===== src/rtl/gpio_link_tx.sv =====
// Sender end of the 4-wire req/ack GPIO link: serialises a WIDTH-bit word into
// MSB-first tribits using a four-phase handshake with an ack-timeout abort.
module gpio_link_tx #(
    parameter int WIDTH          = 12,
    parameter int SETUP_CYCLES   = 4,
    parameter int TIMEOUT_CYCLES = 50_000_000
) (
    input  logic             CLOCK_50,
    input  logic             reset_n,
    input  logic [WIDTH-1:0] tx_data,
    input  logic             tx_valid,
    output logic             tx_ready,
    output logic [3:0]       link_data,
    input  logic             link_ack,
    output logic             busy,
    output logic             tx_done,
    output logic             timeout,
    output logic             err
);

    localparam int NT      = WIDTH / 3;
    localparam int IW      = (NT > 1) ? $clog2(NT) : 1;
    localparam int CNT_TOP = (TIMEOUT_CYCLES > SETUP_CYCLES) ? TIMEOUT_CYCLES : SETUP_CYCLES;
    localparam int CW      = $clog2(CNT_TOP + 1);

    localparam logic [CW-1:0] SETUP_LAST   = CW'(SETUP_CYCLES - 1);
    localparam logic [CW-1:0] TIMEOUT_LAST = CW'(TIMEOUT_CYCLES - 1);
    localparam logic [IW-1:0] IDX_LAST     = IW'(NT - 1);

    typedef enum logic [1:0] {IDLE, SETUP, REQ, REL} state_t;

    state_t           state, state_next;
    logic [WIDTH-1:0] shift_q, shift_next, shift_adv;
    logic [IW-1:0]    idx_q, idx_next;
    logic [CW-1:0]    cnt_q, cnt_next, cnt_inc;
    logic [3:0]       link_next;
    logic             done_next, timeout_next, err_next;
    logic             ack_meta, ack_s;

    // The ack wire comes from another board, so it is only used after two flops.
    always_ff @(posedge CLOCK_50 or negedge reset_n) begin
        if (!reset_n) begin
            ack_meta <= 1'b0;
            ack_s    <= 1'b0;
        end else begin
            ack_meta <= link_ack;
            ack_s    <= ack_meta;
        end
    end

    assign tx_ready  = (state == IDLE) && !ack_s;
    assign busy      = (state != IDLE);
    assign shift_adv = shift_q << 3;
    assign cnt_inc   = (&cnt_q) ? cnt_q : cnt_q + 1'b1;

    always_ff @(posedge CLOCK_50 or negedge reset_n) begin
        if (!reset_n) begin
            state     <= IDLE;
            shift_q   <= '0;
            idx_q     <= '0;
            cnt_q     <= '0;
            link_data <= 4'b0000;
            tx_done   <= 1'b0;
            timeout   <= 1'b0;
            err       <= 1'b0;
        end else begin
            state     <= state_next;
            shift_q   <= shift_next;
            idx_q     <= idx_next;
            cnt_q     <= cnt_next;
            link_data <= link_next;
            tx_done   <= done_next;
            timeout   <= timeout_next;
            err       <= err_next;
        end
    end

    // Next-state logic also produces the next value of every pin so the pins come straight off flops.
    always_comb begin
        state_next   = state;
        shift_next   = shift_q;
        idx_next     = idx_q;
        cnt_next     = cnt_q;
        link_next    = link_data;
        done_next    = 1'b0;
        timeout_next = 1'b0;
        err_next     = err;

        case (state)
            IDLE: begin
                if (tx_valid && tx_ready) begin
                    shift_next = tx_data;
                    idx_next   = IDX_LAST;
                    cnt_next   = '0;
                    link_next  = {1'b0, tx_data[WIDTH-1 -: 3]};
                    state_next = SETUP;
                end
            end

            SETUP: begin
                if (cnt_q >= SETUP_LAST) begin
                    cnt_next     = '0;
                    link_next[3] = 1'b1;
                    state_next   = REQ;
                end else begin
                    cnt_next = cnt_inc;
                end
            end

            // A seen ack takes priority over a timeout expiring in the same cycle.
            REQ: begin
                if (ack_s) begin
                    cnt_next     = '0;
                    link_next[3] = 1'b0;
                    state_next   = REL;
                end else if (cnt_q >= TIMEOUT_LAST) begin
                    cnt_next     = '0;
                    link_next    = 4'b0000;
                    timeout_next = 1'b1;
                    err_next     = 1'b1;
                    state_next   = IDLE;
                end else begin
                    cnt_next = cnt_inc;
                end
            end

            REL: begin
                if (!ack_s) begin
                    cnt_next = '0;
                    if (idx_q == '0) begin
                        done_next  = 1'b1;
                        state_next = IDLE;
                    end else begin
                        shift_next = shift_adv;
                        idx_next   = idx_q - 1'b1;
                        link_next  = {1'b0, shift_adv[WIDTH-1 -: 3]};
                        state_next = SETUP;
                    end
                end else if (cnt_q >= TIMEOUT_LAST) begin
                    cnt_next     = '0;
                    link_next    = 4'b0000;
                    timeout_next = 1'b1;
                    err_next     = 1'b1;
                    state_next   = IDLE;
                end else begin
                    cnt_next = cnt_inc;
                end
            end

            default: begin
                state_next = IDLE;
            end
        endcase
    end

endmodule

===== config.mk =====
export PLATFORM = sky130hd
export DESIGN_NAME = gpio_link_tx
export DESIGN_NICKNAME = d
export VERILOG_FILES = /design/src/rtl/gpio_link_tx.sv
export SDC_FILE = /design/constraint.sdc
export NUM_CORES = 1
export LEC_CHECK = 0
export ABC_AREA = 1
export BUFFER_PORTS_ARGS = -buffer_cell sky130_fd_sc_hd__buf_4
export CAP_MARGIN = 20
export CORE_UTILIZATION = 45
export CTS_BUF_LIST = sky130_fd_sc_hd__clkbuf_4 sky130_fd_sc_hd__clkbuf_8
export CTS_CLUSTER_SIZE = 30
export DETAILED_ROUTE_END_ITERATION = 7
export HOLD_SLACK_MARGIN = 0.12
export PLACE_DENSITY = 0.63
export SYNTH_ARGS = -nofsm -noshare
export SYNTH_HDL_FRONTEND = slang
export SYNTH_SLANG_ARGS = --single-unit
export TNS_END_PERCENT = 10

===== constraint.sdc =====
create_clock -name CLOCK_50 -period 4.7 [get_ports CLOCK_50]
set_clock_uncertainty 0.05 [all_clocks]
set_input_delay 0.94 -clock CLOCK_50 [delete_from_list [all_inputs] [get_ports CLOCK_50]]
set_output_delay 0.94 -clock CLOCK_50 [all_outputs]
set_load 0.01 [all_outputs]

==> impl_metrics.ini, run 1 <==
[outcome]
status = finished clean

[placement]
placed_cell_area_um2 = 3450
dp_hpwl_um = 5780
port_buffers = 24
post-place-ws_ps = 2460
dp_cells = 560
gp_congestion = 0.949

[die]
fp-row-count = 30
dieArea_um2 = 7490
die_h_um = 86.6
design.core.area_um2 = 6830
dieWidth_um = 86.6
pin_count = 25
start_util_pct = 47.1

[timing]
setup_tns_ps = 0
hold_viol_final = 0
fin_ws_ps = 2270
worstMarginPinSlew_ps = 643
max_freq_mhz = 412
period_needed_ps = 2430
finalCritPeriodShare_pct = 51.6
slew_violations = 0
slew_headroom_pct = 57.1
setup_viol = 0
rsz0062_at_grt = false

[worst_setup_path]
worstRegToRegCells = 9
path_cells = nor2_4 > inv_1 > nor2_1 > buf_4
crit_family = flip-flops
cp-end-kind = output pin
r2r_slack_ps = 2580
critPathBufInv = 2
crit_path_top_delay_cell = dfrtp_1
critical_path_arrival_ps = 1440
crit_required_ps = 3710
max_stage_delay_ps = 510
crit_path_max_fanout = 7
endpoint = tx_ready
regToRegStartpoint = cnt_q[0]$_DFFE_PN0P_
path_depth = 4
cp-start-kind = flip-flop
reg2reg_to = cnt_q[16]$_DFFE_PN0P_
crit_start = state[0]$_DFFE_PN0P_
worstSetupPathType = reg -> out

[logic_synthesis]
syn-num-nets = 469
yosys_warnings = 0
postSynthCellCount = 451
async_flop_share_pct = 100
synth.avg_cell_area_um2 = 7.13
seq_area_frac_synth_pct = 37.3
syn_area_um2 = 3220
synth_flop_cell = dfrtp_1
synth_top_cell_by_area = dfrtp_1
yosysTopAreaCellShare_pct = 37.3
ys_ff_latch = 48
synth_area_leaders = dfrtp_1 37%, nand2_1 16%, nor2_1 7.4%
synth_top_cells_by_count = 135 x nand2_1, 63 x nor2_1, 48 x dfrtp_1
synth.most_common_cell = nand2_1
synth.distinct_cells = 37
synth_edf_count = 0

[layout]
synthToLayoutAreaGrowth_pct = 10.6
n_antenna_cell = 0
design_area_um2 = 3560
drive_gt1_share_pct = 16.7
fill_cells = 686
fin_nets = 489
final_util_pct = 52.1
stdcell_count = 568

[clocking]
numCtsBuffers = 5
post_cts_resize_count = 0
post-cts-setup-buffer-count = 0
htreeDepth = 2
cts_root_buffer = clkbuf_8
cts_tree = built
path_clk_slew_ps = 90
ctsHoldBuffers = 0
clock_path_buffers = 2
clock_latency_ps = 310
numClockSinks = 48

[detailed_routing]
finalWirelength_um = 7950
drc = 0
ant_nets = 0
detail_route.wl_per_cell_um = 14.0
drtIter0Drc = 194
drt_first_pass_iters = 5
vias_per_cell = 5.18
num_vias = 2940

[global_routing]
grt_pass1_vias = 2725
grt_max_degree = 49
grt-ovfl-total = 0
track_usage_pct = 23.2
antenna_found_initial = 0
grt_pass1_wl_um = 13400

[pwr]
power_density_nw_per_um2 = 405
peakVddDrop_uv = 275
power.leakage_nw = 1.65

[worst_hold_path]
hp-class = reg -> reg

[flow_run]
drv_cap = 0
metrics by stage:
stage / total power (W) / hold slack [ps]
after floorplan: 0.00100 / 281
after detailed placement: 0.00114 / 299
after global routing: 0.00155 / 323
after CTS: 0.00145 / 320
final: 0.00144 / 314
after global placement: 0.00113 / 285
layout make-up:
class | instances | area [µm²] | area share [%]
clock inverter | 3 | 42.5 | 1.20
tap | 96 | 120 | 3.38
timing repair buffer | 24 | 180 | 5.06
multi-input combinational | 343 | 1760 | 49.5
inverter | 49 | 185 | 5.20
clock buffer | 5 | 68.8 | 1.93
sequential | 48 | 1200 | 33.8
metal layers:
layer / track usage [%] / share of wire (%)
met5: 0 / 0
met2: 36.4 / 46
met1: 32.8 / 48
met4: 7.42 / 1.9
met3: 3.62 / 4.4
flip-flops by register name, summed over array words and instances (netlist names):
| register | flops |
|---|---|
| link_data | 4 |
| err | 1 |
| shift_q | 9 |
| timeout | 1 |
| cnt_q | 26 |
| idx_q | 2 |
| ack_meta | 1 |
| state | 2 |
| ack_s | 1 |
| tx_done | 1 |
kinds of logic (layout without fill, tap and decap cells):
| logic type | after synthesis | in the layout | synth area share [%] |
|---|---|---|---|
| compound gates | 64 | 64 | 13.1 |
| xor+xnor | 12 | 12 | 3.27 |
| fa+ha+maj | 2 | 2 | 0.778 |
| buf+inv | 60 | 81 | 7.93 |
| flops | 48 | 48 | 37.3 |
| simple gates | 265 | 265 | 37.6 |
placed cells by master (no fill, tap or decap):
cell        Yosys  final
nand2_4         3      3
o22ai_1         1      1
inv_1          44     44
clkinvlp_4      0      1
nor4_1          2      2
a31oi_4         1      1
o32ai_4         1      1
o21ai_2         7      7
nand2_2        10     10
a21oi_2         2      2
o21ai_1        14     14
nand4_1         7      7
nor3b_1         1      1
nand2_1       135    135
clkbuf_8        0      5
a31oi_1         4      4
o31ai_1         1      1
bufinv_16       0      1
o211ai_1        2      2
nor3_1          5      5
clkinv_2        1      2
inv_2           4      4
a21oi_1         7      7
nor2_1         63     63
a22o_1          1      1
xor2_1         12     12
nand3_1        21     21
ha_1            2      2
nand4_2         1      1
o21ai_0        22     22
a21oi_4         1      1
nor2_2          6      6
nor2_4          7      7
buf_4           0     24
or2_1           1      1
dfrtp_1        48     48
nand3_2         2      2
nand3b_4        1      1
report_power, final:
group / switching, W / internal (W)
Clock: 0.000151 / 0.000158
Sequential: 0.0000666 / 0.000495
Combinational: 0.000378 / 0.000191
Total: 0.000597 / 0.000844
worst min-delay path by stage:
| stage | start | slack [ps] | depth (start not counted) | end |
|---|---|---|---|---|
| floorplan | ack_meta$_DFF_PN0_ | 280 | 0 | ack_s$_DFF_PN0_ |
| global placement | ack_meta$_DFF_PN0_ | 290 | 0 | ack_s$_DFF_PN0_ |
| detailed placement | ack_meta$_DFF_PN0_ | 300 | 0 | ack_s$_DFF_PN0_ |
| CTS | ack_meta$_DFF_PN0_ | 320 | 0 | ack_s$_DFF_PN0_ |
| global route | ack_meta$_DFF_PN0_ | 320 | 0 | ack_s$_DFF_PN0_ |
| finish | ack_meta$_DFF_PN0_ | 310 | 0 | ack_s$_DFF_PN0_ |
Note: power is estimated with default switching activity, not from simulation.
==> inputs of run 2 (changes only) <==
- PLACE_DENSITY: 0.63 -> 0.65
- clock period: 4.7 -> 2.2 ns (I/O delays scaled with it)
==> run 2 against run 1 <==
Against the previous run: critical path depth increased by 7; first-iteration DRC count up 12%; design area rose by 1.6%; cell count up 1.6%; global-route usage rose by 0.45 points; setup slack got worse by 2100 ps; utilization rose by 0.82 points; register-to-register slack got worse by 2400 ps; routed wire length rose by 1.6%; combinational power increased by 120%; via count is 1.1% higher; critical endpoint is now cnt_q[17]$_DFFE_PN0P_; largest cell class unchanged.
==> impl_metrics.ini, run 2 (synthesized netlist as in run 1, its figures left out) <==
[timing]
period_needed_ps = 2030
max_freq_mhz = 492
hold_viol_final = 0
worstMarginPinSlew_ps = 631
slew_violations = 0
slew_headroom_pct = 58.0
setup_tns_ps = 0
rsz0062_at_grt = false
setup_viol = 0
finalCritPeriodShare_pct = 92.5
whs_ps = 106

[clocking]
post-cts-setup-buffer-count = 0
clock_path_buffers = 2
numCtsBuffers = 5
path_clk_slew_ps = 90
cts_root_buffer = clkbuf_8
clock_latency_ps = 300
cts_tree = built
numClockSinks = 48
htreeDepth = 2

[layout]
fill_cells = 698
final_common_cell = nand2_1
most-common-layout-cells = 135 x nand2_1, 63 x nor2_1, 48 x dfrtp_1
final_util_pct = 52.9
synthToLayoutAreaGrowth_pct = 12.4
n_antenna_cell = 0
top_regs = cnt_q (26), shift_q (9), link_data (4)
fin_nets = 498
largest_reg_flops = 26
design_area_um2 = 3610
drive_gt1_share_pct = 18.5
top_register = cnt_q

[global_routing]
grt_max_degree = 49
track_usage_pct = 23.6
grt-ovfl-total = 0
grt_pass1_vias = 2859
grt_pass1_wl_um = 13700
antenna_found_initial = 0

[placement]
gp_congestion = 0.900
port_buffers = 24
dp_hpwl_um = 5950
placed_cell_area_um2 = 3510

[detailed_routing]
drc = 0
drtIter0Drc = 218
num_vias = 2973
finalWirelength_um = 8080
detail_route.wl_per_cell_um = 14.0
ant_nets = 0
vias_per_cell = 5.15
drt_first_pass_iters = 5

[worst_hold_path]
hp-class = in -> async

[flow_run]
drv_cap = 0

[worst_setup_path]
critical_path_arrival_ps = 2170
crit_start = cnt_q[0]$_DFFE_PN0P_
regToRegStartpoint = cnt_q[0]$_DFFE_PN0P_
worstSetupPathType = reg -> reg
cp-start-kind = flip-flop
cp-end-kind = flip-flop
crit_required_ps = 2340
crit_path_max_fanout = 21

[outcome]
status = finished clean

[pwr]
power.leakage_nw = 1.70
finalPower_w = 0.00306
peakVddDrop_uv = 487
power_density_nw_per_um2 = 845

[die]
start_util_pct = 47.1
dieArea_um2 = 7490
dieWidth_um = 86.6
design.core.area_um2 = 6830
pin_count = 25
fp-row-count = 30
die_h_um = 86.6
==> run 2: timing repair <==
action                     in CTS  in global routing
hold buffers                    0                  0
setup endpoints to repair       0                  3
gates resized for setup         0                  1
==> run 2: through the flow <==
| step | instances | setup WS, ps |
|---|---|---|
| final | 577 | 166 |
| after detailed placement | 569 | 181 |
| after global placement | 569 | 178 |
| after floorplan | 451 | 551 |
| after CTS | 577 | 160 |
| after global routing | 577 | 28.6 |
==> run 2: final cells by class <==
| class | count | area (µm²) | area share [%] |
|---|---|---|---|
| well taps | 96 | 120 | 3.32 |
| repair buffers | 33 | 248 | 6.85 |
| inverters | 49 | 185 | 5.12 |
| clock buffers | 8 | 97.6 | 2.70 |
| flip-flops and latches | 48 | 1200 | 33.2 |
| multi-input cells | 343 | 1760 | 48.8 |
==> run 2: worst max-delay path, cell delays in order (launching register included) <==
cell and delay, ps:
dfrtp_1 380, ha_2 250, nand3_2 150, nor2_2 180, nand2_1 100, nand2_1 100, nand2_2 110, nand3b_4 100
nand2_4 180, buf_4 210, nand2_1 50, o21ai_1 60
==> run 2: report_power, final <==
part           leakage (nW)  switching (W)  internal [W]
clock                0.0523       0.000302      0.000282
combinational          1.01       0.000823      0.000460
sequential            0.628       0.000131       0.00106
==> run 2: per-layer routing <==
| layer | vias up | track usage, % | share of wire [%] |
|---|---|---|---|
| met4 | 0 | 10.3 | 2.7 |
| met1 | 1354 | 31.5 | 46 |
| li1 | 1495 | - | - |
| met3 | 20 | 4.19 | 5.5 |
| met2 | 104 | 37.8 | 45 |
| met5 | - | 0 | 0 |
==> run 2: final timing paths <==
check | depth (start not counted) | slack [ps] | endpoint
worst min register to register | 0 | 300 | ack_s$_DFF_PN0_
min in group CLOCK_50 | 1 | 200 | ack_meta$_DFF_PN0_
worst max-delay path | 11 | 170 | cnt_q[17]$_DFFE_PN0P_
worst min-delay path | 1 | 110 | cnt_q[11]$_DFFE_PN0P_
worst max register to register | 11 | 170 | cnt_q[17]$_DFFE_PN0P_
max in group asynchronous | 1 | 1570 | cnt_q[6]$_DFFE_PN0P_
==> inputs of run 3 (changes only) <==
- ABC_AREA: 1 -> not set
- PLACE_DENSITY: 0.65 -> 0.73
==> run 3 against run 2 <==
Against the previous run: the run now ends with setup timing left; largest cell class unchanged; power grew 19%; critical path depth is 5 lower; highest routed layer unchanged; clock power grew 15%.
==> impl_metrics.ini, run 3 <==
[flow_run]
drv_cap = 0

[logic_synthesis]
seq_area_frac_synth_pct = 43.1
synth.most_common_cell = dfrtp_1
synth_top_cells_by_count = 48 x dfrtp_1, 44 x nand2_1, 29 x a21oi_1
synth_edf_count = 0
synth_area_leaders = dfrtp_1 43%, nand2_1 5.9%, a21oi_1 5.2%
yosysTopAreaCellShare_pct = 43.1
syn-num-nets = 345
syn_area_um2 = 2790
ys_ff_latch = 48
synth.avg_cell_area_um2 = 8.52
synth.distinct_cells = 54
yosys_warnings = 0
synth_flop_cell = dfrtp_1
synth_top_cell_by_area = dfrtp_1
postSynthCellCount = 327
async_flop_share_pct = 100

[die]
design.core.area_um2 = 5960
fp-row-count = 28
dieWidth_um = 80.7
dieArea_um2 = 6510
start_util_pct = 46.8
die_h_um = 80.7
pin_count = 25

[worst_setup_path]
critical_path_arrival_ps = 2530
path_cells = or4_1 > or4_1 > o31a_1 > nand2_2 > or4b_4 > o211ai_1
worstRegToRegCells = 6
crit_required_ps = 2380
regToRegStartpoint = cnt_q[2]$_DFFE_PN0P_
crit_path_max_fanout = 5
worstSetupPathType = reg -> reg
crit_family = simple AND/OR/NAND/NOR gates
crit_top_cell = or4_1
critPathBufInv = 0
max_stage_delay_ps = 500
crit_start = cnt_q[2]$_DFFE_PN0P_
cp-end-kind = flip-flop
cp-start-kind = flip-flop
crit_path_top_delay_cell = or4_1
r2r_slack_ps = -150
reg2reg_to = cnt_q[7]$_DFFE_PN0P_

[detailed_routing]
finalWirelength_um = 7310
num_vias = 2708
drt_first_pass_iters = 5
drtIter0Drc = 312
detail_route.wl_per_cell_um = 15.8
drc = 0
ant_nets = 0
vias_per_cell = 5.86

[worst_hold_path]
hold_depth = 1
hold_start = link_ack
hp-class = in -> reg
whs_endpoint = ack_meta$_DFF_PN0_

[timing]
setup_viol = 22
slew_headroom_pct = 53.3
finalCritPeriodShare_pct = 107
rsz0062_at_grt = true
max_freq_mhz = 425
fin_ws_ps = -153
hold_viol_final = 0
worstMarginPinSlew_ps = 700
period_needed_ps = 2350
slew_violations = 0

[clocking]
cts_root_buffer = clkbuf_8
clock_path_buffers = 2
cts_tree = built
numCtsBuffers = 5
path_clk_slew_ps = 90
clock_latency_ps = 310
htreeDepth = 2
post-cts-setup-buffer-count = 0
numClockSinks = 48

[global_routing]
grt_pass1_wl_um = 12300
grt_pass1_vias = 2569
grt-ovfl-total = 0
antenna_found_initial = 0
track_usage_pct = 24.5
grt_max_degree = 49

[layout]
design_area_um2 = 3450
final_util_pct = 58.0
top_regs = cnt_q (26), shift_q (9), link_data (4)
top_register = cnt_q
largest_reg_flops = 26
n_antenna_cell = 0
final_common_cell = buf_4
synthToLayoutAreaGrowth_pct = 23.9
drive_gt1_share_pct = 23.3
fin_nets = 404
most-common-layout-cells = 69 x buf_4, 48 x dfrtp_1, 44 x nand2_1

[placement]
dp_hpwl_um = 5250
placed_cell_area_um2 = 3300
port_buffers = 24
gp_congestion = 0.917

[pwr]
peakVddDrop_uv = 483
power_density_nw_per_um2 = 1060
finalPower_w = 0.00365
power.leakage_nw = 1.57

[outcome]
status = complete, but fails checks
violations = setup timing
==> run 3: per-stage QoR <==
stage | setup slack [ps] | hold WS (ps) | TNS, ps | instances
6_report | -153 | 177 | -1630 | 462
3_5_place_dp | -120 | 318 | -1520 | 453
5_1_grt | -260 | 168 | -3900 | 462
4_1_cts | -142 | 175 | -1520 | 462
2_1_floorplan | -111 | 94.4 | -910 | 327
3_3_place_gp | -113 | 301 | -716 | 453
==> run 3: layout make-up <==
cell class                 count  area, µm²
fill                         565       2500
multi-input combinational    246       1450
sequential                    48       1200
timing repair buffer          71        539
tap                           75       93.8
clock buffer                   5       68.8
inverter                      14       52.6
clock inverter                 3       46.3
==> run 3: layer usage <==
metal  track usage, %  wire length (µm)
met1             35.2              3350
met2             38.1              3430
met3             3.98               476
met4             5.89                57
met5                0                 0
==> run 3: worst max path at each step <==
| stage | endpoint | slack [ps] | cells past startpoint |
|---|---|---|---|
| after global routing | cnt_q[7]$_DFFE_PN0P_ | -260 | 6 |
| after floorplan | cnt_q[7]$_DFFE_PN0P_ | -110 | 6 |
| after CTS | cnt_q[7]$_DFFE_PN0P_ | -140 | 6 |
| after detailed placement | cnt_q[13]$_DFFE_PN0P_ | -120 | 7 |
| final | cnt_q[7]$_DFFE_PN0P_ | -150 | 6 |
| after global placement | state[0]$_DFFE_PN0P_ | -110 | 6 |
==> run 3: logic make-up (layout without fill, tap and decap cells) <==
group,count (synthesis),count (layout),share of synthesized area (%)
compound gates,99,99,22.2
xor+xnor,1,1,0.315
fa+ha+maj,2,2,0.898
buf+inv,33,93,5.88
flops,48,48,43.1
mux,10,10,3.59
simple gates,134,134,23.9
==> run 3: where the power goes <==
part           switching (W)  internal (W)  leakage [nW]
clock               0.000329      0.000343        0.0548
combinational        0.00103      0.000733         0.899
sequential          0.000124       0.00109         0.619
==> run 3: repair_timing <==
item | in CTS | in global routing
setup endpoints to repair | 28 | 27
hold buffers | 1 | 0
endpoints found under the hold margin | 48 | 0
pin swaps | 3 | 1
cloned | 0 | 0
resized for setup | 3 | 3
